## src/rtl/or_unit_arbiter.sv

```systemverilog
// or_unit_arbiter: round-robin arbiter that shares one bitwise-OR datapath
// among N_REQ requesters. One transaction is in flight at a time. The
// IDLE -> EXEC -> RESP sequence gives three clocks minimum per transaction.
module or_unit_arbiter #(
  parameter  int DATA_WIDTH = 8,
  parameter  int N_REQ      = 4,
  localparam int ID_W       = $clog2(N_REQ)
) (
  input  logic                        clk,
  input  logic                        rst_n,
  input  logic [N_REQ-1:0]            req_valid,
  input  logic [N_REQ*DATA_WIDTH-1:0] req_a,
  input  logic [N_REQ*DATA_WIDTH-1:0] req_b,
  output logic [N_REQ-1:0]            req_ready,
  output logic                        rsp_valid,
  output logic [DATA_WIDTH-1:0]       rsp_data,
  output logic [ID_W-1:0]             rsp_id,
  input  logic                        rsp_ready,
  output logic                        busy
);

  typedef enum logic [1:0] {
    IDLE = 2'd0,
    EXEC = 2'd1,
    RESP = 2'd2
  } state_e;

  state_e                state_q,     state_d;
  logic [ID_W-1:0]       ptr_q,       ptr_d;
  logic [DATA_WIDTH-1:0] op_a_q,      op_a_d;
  logic [DATA_WIDTH-1:0] op_b_q,      op_b_d;
  logic [DATA_WIDTH-1:0] rsp_data_q,  rsp_data_d;
  logic [ID_W-1:0]       rsp_id_q,    rsp_id_d;
  logic                  rsp_valid_q, rsp_valid_d;
  logic                  busy_q,      busy_d;

  logic                  found;
  logic [ID_W-1:0]       win_id;

  // Round-robin search: first valid requester starting at ptr and wrapping.
  always_comb begin
    // NOTE: every variable gets a default before any branch so no latch is inferred.
    found  = 1'b0;
    win_id = '0;
    for (int k = 0; k < N_REQ; k++) begin
      if (!found && req_valid[(int'(ptr_q) + k) % N_REQ]) begin
        found  = 1'b1;
        win_id = ID_W'((int'(ptr_q) + k) % N_REQ);
      end
    end
  end

  // State and datapath registers; everything clears on reset, including ptr.
  always_ff @(posedge clk or negedge rst_n) begin
    if (!rst_n) begin
      state_q     <= IDLE;
      ptr_q       <= '0;
      op_a_q      <= '0;
      op_b_q      <= '0;
      rsp_data_q  <= '0;
      rsp_id_q    <= '0;
      rsp_valid_q <= 1'b0;
      busy_q      <= 1'b0;
    end else begin
      // NOTE: non-blocking assignments so every flop samples pre-edge values.
      state_q     <= state_d;
      ptr_q       <= ptr_d;
      op_a_q      <= op_a_d;
      op_b_q      <= op_b_d;
      rsp_data_q  <= rsp_data_d;
      rsp_id_q    <= rsp_id_d;
      rsp_valid_q <= rsp_valid_d;
      busy_q      <= busy_d;
    end
  end

  // Next-state and datapath updates: accept in IDLE, OR in EXEC, hand off in RESP.
  always_comb begin
    state_d     = state_q;
    ptr_d       = ptr_q;
    op_a_d      = op_a_q;
    op_b_d      = op_b_q;
    rsp_data_d  = rsp_data_q;
    rsp_id_d    = rsp_id_q;
    rsp_valid_d = rsp_valid_q;
    unique case (state_q)
      IDLE: begin
        // A winner always sees its own ready, so found means a transfer this edge.
        if (found) begin
          op_a_d   = req_a[win_id*DATA_WIDTH +: DATA_WIDTH];
          op_b_d   = req_b[win_id*DATA_WIDTH +: DATA_WIDTH];
          rsp_id_d = win_id;
          state_d  = EXEC;
        end
      end
      EXEC: begin
        rsp_data_d  = op_a_q | op_b_q;
        rsp_valid_d = 1'b1;
        state_d     = RESP;
      end
      RESP: begin
        if (rsp_ready) begin
          rsp_valid_d = 1'b0;
          ptr_d       = (rsp_id_q == ID_W'(N_REQ - 1)) ? '0 : rsp_id_q + 1'b1;
          state_d     = IDLE;
        end
      end
      default: begin
        state_d = IDLE;
      end
    endcase
    busy_d = (state_d != IDLE);
  end

  // Grant output: one-hot on the winner in IDLE only, forced low during reset.
  always_comb begin
    req_ready = '0;
    if (rst_n && (state_q == IDLE) && found) begin
      req_ready[win_id] = 1'b1;
    end
  end

  assign rsp_valid = rsp_valid_q;
  assign rsp_data  = rsp_data_q;
  assign rsp_id    = rsp_id_q;
  assign busy      = busy_q;

endmodule

```

## config.mk

```make
export PLATFORM = sky130hd
export DESIGN_NAME = or_unit_arbiter
export DESIGN_NICKNAME = d
export VERILOG_FILES = /design/src/rtl/or_unit_arbiter.sv
export SDC_FILE = /design/constraint.sdc
export NUM_CORES = 1
export LEC_CHECK = 0
export BUFFER_PORTS_ARGS = -buffer_cell sky130_fd_sc_hd__buf_2
export CAP_MARGIN = 20
export CORE_UTILIZATION = 49
export CTS_BUF_LIST = sky130_fd_sc_hd__clkbuf_16
export DETAILED_ROUTE_END_ITERATION = 7
export PLACE_DENSITY = 0.81
export SETUP_SLACK_MARGIN = 0.3
export SYNTH_ARGS = -nofsm -noshare
export SYNTH_HDL_FRONTEND = slang
export SYNTH_SLANG_ARGS = --single-unit
```

## constraint.sdc

```tcl
create_clock -name clk -period 1.96 [get_ports clk]
set_clock_uncertainty 0.15 [all_clocks]
set_input_delay 0 -clock clk [delete_from_list [all_inputs] [get_ports clk]]
set_output_delay 0 -clock clk [all_outputs]
set_load 0.05 [all_outputs]
```

[Word-level counts from Yosys, hierarchy flattened]
Cells that the tools add are included.
Word-level totals
  register bits after elaboration: 32
  input port bits: 71
  output and inout bits: 16
Cells by class
  add/sub/neg operators: 4
  $lt $le $gt $ge: 6
  equality and inequality tests: 4
  shift-type cells: 2
  multiplexer cells: 28
  bitwise logic cells: 4
  reduce and logical (&&, ||, !) cells: 18
Operator list (count)
  32-bit by 6-bit indexed part select with 8-bit output: 2
  2-bit 2-to-1 mux: 7
  1-bit 2-to-1 mux: 13
  3-bit by 4-bit < comparator with 1-bit output, second input constant: 3
  1-bit binary-select mux with 2-bit select: 4
  8-bit OR: 1
  1-bit logical AND: 6
  2-bit by 3-bit < comparator with 1-bit output, second input constant: 2
  2-bit one-hot mux with 3 select lines: 1
  2-bit AND reduction: 3
  2-bit OR reduction: 3
  2-bit by 1-bit adder with 2-bit output, second input constant: 2
  2-bit adder, second input constant: 2
  2-bit equality test, second input constant: 2
  4-bit 2-to-1 mux: 1
  2-bit nonzero test: 2
  1-bit AND, first input constant: 3
  1-bit logical NOT: 3
  1-bit demux with 2-bit select: 1
  2-bit by 1-bit equality test with 1-bit output, second input constant: 1
  2-bit by 1-bit >= comparator with 1-bit output, second input constant: 1
  2-bit logical NOT: 1
  2-bit inequality test, second input constant: 1
  1-bit one-hot mux with 2 select lines: 1

[Longest topological paths before layout]
  word-level depth: 19
  mapped depth: 8
  gate-level depth less buffers: 5

[Worst setup path after synthesis]
No wires, ideal clock.
  kind: reg-to-output
  start: register ptr_q[1]
  end: output port req_ready[3]
  arrival time: 1854 ps
  data required time: 1810 ps
  slack: -44 ps
  stages on the path, launching flop included: 7
  buffers on the path: 2
  cell sequence: dfrtp_1 > buf_4 > nor2b_1 > o21bai_1 > buf_2 > nand3_1 > nor2_1
On the way
  longest elaborated chain between the ends: 17
RTL lines
  from (decl): line 29  | logic [ID_W-1:0] ptr_q, ptr_d;
  from (signal assigned): line 67  | ptr_q <= ptr_d;
  2-bit by 1-bit adder with 2-bit output or 1-bit binary-select mux with 2-bit select (tied branches): line 46, 48
  1-bit binary-select mux with 2-bit select or 1-bit 2-to-1 mux (tied branches): line 46  | if (!found && req_valid[(int'(ptr_q) + k) % N_REQ]) begin
  1-bit 2-to-1 mux (implied by the code): line 46
  1-bit 2-to-1 mux (implied by the code) or 1-bit logical NOT (tied branches): line 46
  1-bit logical AND: line 46
  1-bit 2-to-1 mux: line 46
  1-bit logical NOT: line 46
  1-bit logical AND: line 46
  1-bit 2-to-1 mux: line 46
  1-bit logical NOT: line 46
  1-bit logical AND: line 46
  2-bit 2-to-1 mux: line 46
  2-bit by 3-bit < comparator with 1-bit output (implied by the code) or 2-bit by 1-bit >= comparator with 1-bit output (tied branches): line 119  | req_ready[win_id] = 1'b1;
  1-bit logical AND (implied by the code): line 119
  1-bit 2-to-1 mux (implied by the code): line 119
  1-bit demux with 2-bit select: line 119
  4-bit 2-to-1 mux *: line 118  | if (rst_n && (state_q == IDLE) && found) begin
  to (decl): line 14  | output logic [N_REQ-1:0] req_ready,
Every way passes the cells marked *; elsewhere a longest branch is shown, timed or not. The select of a mux whose other input is x is not followed.

[Worst setup path after layout]
  start: register ptr_q[0]
  end: register op_b_q[3]
On the way
  longest elaborated chain between the ends: 13
RTL lines
  2-bit by 1-bit adder with 2-bit output or 1-bit binary-select mux with 2-bit select (tied branches): line 46, 48
  1-bit binary-select mux with 2-bit select or 1-bit 2-to-1 mux (tied branches): line 46
  1-bit 2-to-1 mux (implied by the code): line 46
  1-bit 2-to-1 mux (implied by the code) or 1-bit logical NOT (tied branches): line 46
  1-bit logical AND: line 46
  1-bit 2-to-1 mux: line 46
  1-bit logical NOT: line 46
  1-bit logical AND: line 46
  1-bit 2-to-1 mux: line 46
  1-bit logical NOT: line 46
  1-bit logical AND: line 46
  2-bit 2-to-1 mux or 1-bit 2-to-1 mux (tied branches): line 46
  32-bit by 6-bit indexed part select with 8-bit output or 2-bit AND reduction (tied branches)
  to (signal assigned): line 69  | op_b_q <= op_b_d;
  to (decl): line 31  | logic [DATA_WIDTH-1:0] op_b_q, op_b_d;
Parallel ways exist; a longest one is shown, timed or not. The select of a mux whose other input is x is not followed.
A chain may end at the register's enable or synchronous reset.

==> results.sh <==
export IMPL_status="finished, violations left"
export IMPL_violations="design-rule violations"
export IMPL_finalCritPeriodShare_pct=99.2
export IMPL_htree_levels=2
export IMPL_final_cells=474
export IMPL_leakagePower_nw=1.68
export IMPL_antenna_cells=0
export IMPL_syn_inst=283
export IMPL_tritoncts="done"
export IMPL_area_growth_pct=80.8
export IMPL_worstMarginPinSlew_ps=475
export IMPL_hold_path_class="in2reg"
export IMPL_seqCellArea_um2=803
export IMPL_routed_via_density=7.22
export IMPL_synth_top_family_by_area="simple AND/OR/NAND/NOR gates"
export IMPL_portBuffers=86
export IMPL_swShare_pct=49.3
export IMPL_drt_pass1_iter_count=8
export IMPL_crit_family="compound AO/OA/AOI/OAI gates"
export IMPL_finalInstanceArea_um2=3890
export IMPL_rsz0062_at_grt="true"
export IMPL_nets=495
export IMPL_synthTopCellsByArea="dfrtp_1 (37%), nand2_1 (11%), a31oi_1 (9.6%)"
export IMPL_final_util_pct=94.4
export IMPL_cp_required_ps=1980
export IMPL_finalSetupTns_ps=0
export IMPL_drive_gt1_share_pct=45.8
export IMPL_grt_max_degree=31
export IMPL_antenna_found_initial=0
export IMPL_timing_slew_headroom_pct=68.2
export IMPL_syn_area_um2=2150
export IMPL_clk_path_buf_depth=2
export IMPL_grt_pass1_wl_um=13500
export IMPL_chipWidth_um=68.2
export IMPL_final_cell_mix="buf_2 (82), nand2_1 (59), dlygate4sd3_1 (36)"
export IMPL_worst_setup_path_start_kind="register"
export IMPL_maxCapViolCount=0
export IMPL_yosysUniqueCellTypes=35
export IMPL_yosysTopAreaCell="dfrtp_1"
export IMPL_end_kind="register"
export IMPL_ios=87
export IMPL_yosys_warnings=0
export IMPL_die_h_um=68.2
export IMPL_powerDensity_nw_per_um2=1590
export IMPL_whs_ps=141
export IMPL_nFillCells=114
export IMPL_p_seq_share_pct=21.6
export IMPL_routed_wl_um=12400
export IMPL_core_area_um2=4120
export IMPL_cp_max_fo=8
export IMPL_first_global_vias=2686
export IMPL_cts_root_buf="clkbuf_16"
export IMPL_timing_critical_path_mode_cell="buf_12"
export IMPL_synth_simple_area_share_pct=26.7
export IMPL_cp_arrival_ps=1970
export IMPL_die_area_um2=4660
export IMPL_peakVddDrop_mv=1.12
export IMPL_avgRoutedWirePerCell_um=26.2
export IMPL_syn_area_per_cell_um2=7.60
export IMPL_dpl_worst_slack_ps=33.4
export IMPL_hold_violations=0
export IMPL_multi_input_area_um2=1590
export IMPL_cts_buffers=5
export IMPL_rrSetupSlack_ps=10
export IMPL_clk_latency_ps=290
export IMPL_synth_area_mux_share_pct=1.69
export IMPL_yosysSeqAreaShare_pct=37.3
export IMPL_setup_ws_ps=14.8
export IMPL_synth_fa_ha_area_share_pct=0.582
export IMPL_max_freq_mhz=514
export IMPL_globalplace_congestion=0.919
export IMPL_floorplan_initialDensity_pct=52.2
export IMPL_overflow=0
export IMPL_p_total_mw=6.17
export IMPL_remaining_drc_errors=17
export IMPL_switchingPower_mw=3.04
export IMPL_setup_viol=0
export IMPL_cts_clk_slew_worst_paths_ps=60
export IMPL_vias=3424
export IMPL_synth_top_area_share_pct=37.3
export IMPL_ant_nets=0
export IMPL_dp_cells=402
export IMPL_synth_seq_cells=32
export IMPL_clkPwrFrac_pct=14.4
export IMPL_synth_nets=355
export IMPL_critPathBufInv=2
export IMPL_placed_area_um2=2620
export IMPL_worst_path_max_delay_cell="or3b_4"
export IMPL_hpwl_um=4490
export IMPL_synth_compound_area_share_pct=25.4
export IMPL_synthXorXnorAreaFrac_pct=0
export IMPL_comb_power_share_pct=63.9
export IMPL_cts_num_sinks=32
export IMPL_drtIter0Drc=678
export IMPL_crit_path_cell_trace="buf_12 > or3b_4 > buf_12 > a31oi_4 > a211oi_2 > a31oi_1"
export IMPL_final_common_cell="buf_2"
export IMPL_num_rows=23
export IMPL_drv_slew=0
export IMPL_period_minus_slack_ps=1950
export IMPL_gr_usage_all_layers_pct=40.2
export IMPL_worst_path_largest_cell_delay_ps=440
export IMPL_p_int_mw=3.13
export IMPL_crit_type="reg2reg"
logic make-up (layout without fill, tap and decap cells):
group                    count (synthesis)  count (layout)
AO/OA/AOI/OAI                           87              87
adder cells (fa/ha/maj)                  1               1
buffers and inverters                   33             174
flip-flops                              32              32
multiplexers                             3               3
AND/OR/NAND/NOR                        127             127
synth_stat cells (all sizes together):
library cell / instances
clkbuf: 8
a221o: 1
nand4: 16
and3: 1
or3: 1
a211oi: 16
dfrtp: 32
mux2i: 1
and4b: 1
or2: 2
or3b: 1
ha: 1
nor2: 29
o31ai: 1
nand3: 3
a21oi: 18
o21ai: 13
buf: 22
nor4: 1
o21bai: 3
mux2: 2
nor3: 1
a211o: 2
nand2: 62
nor2b: 3
inv: 3
a31oi: 33
nand2b: 6
worst register-to-register path, delay by kind of cell (launching register included):
kind                   cells  cell delay (ps)
buffers and inverters      2              320
flip-flops                 1              420
AO/OA/AOI/OAI              3              500
AND/OR/NAND/NOR            1              440
what timing repair did:
action	4_1_cts	5_1_grt
gates cloned	1	2
endpoints found under the hold margin	52	0
setup endpoints to repair	21	23
setup buffers	10	15
hold buffers	36	0
pin swaps	12	43
resized for setup	34	60
final cells by class:
type,instances,share of cell area (%)
Multi-Input combinational cell,218,40.9
Inverter,3,0.354
Timing Repair Buffer,163,32.3
Clock buffer,5,3.22
Sequential cell,32,20.7
Clock inverter,3,0.998
Tap cell,50,1.61
path summary, 6_finish.rpt:
check	start	end	cells after the start
max	ptr_q[0]$_DFFE_PN0P_	op_b_q[3]$_DFFE_PN0P_	6
min reg2reg	rsp_data[0]$_DFFE_PN0P_	rsp_data[0]$_DFFE_PN0P_	2
min in group asynchronous	rst_n	op_a_q[0]$_DFFE_PN0P_	3
max in group asynchronous	rst_n	op_a_q[6]$_DFFE_PN0P_	3
max reg2reg	ptr_q[0]$_DFFE_PN0P_	op_b_q[3]$_DFFE_PN0P_	6
min	req_b[18]	op_b_q[2]$_DFFE_PN0P_	5
registers in the layout, indices dropped and copies added, names as in the netlist:
register and flops:
state_q 2, rsp_valid 1, op_b_q 8, busy 1, op_a_q 8, rsp_id 2
rsp_data 8, ptr_q 2
routing by layer:
metal / wire [um] / vias up / global-route usage, %
li1: - / 1295 / -
met1: 4170 / 1557 / 52.6
met2: 5320 / 425 / 61.5
met3: 1800 / 147 / 6.17
met4: 1130 / 0 / 25.0
met5: 0 / - / 0
power groups by stage:
stage               clock (mW)  combinational, mW  sequential [mW]
finish                   0.892               3.95             1.33
global route             0.917               4.08             1.36
CTS                      0.861               2.75             1.22
detailed placement           0               2.33             1.24
global placement             0               2.29             1.23
floorplan                    0               1.41             1.61
No activity file was read; power rests on OpenSTA's default activity.
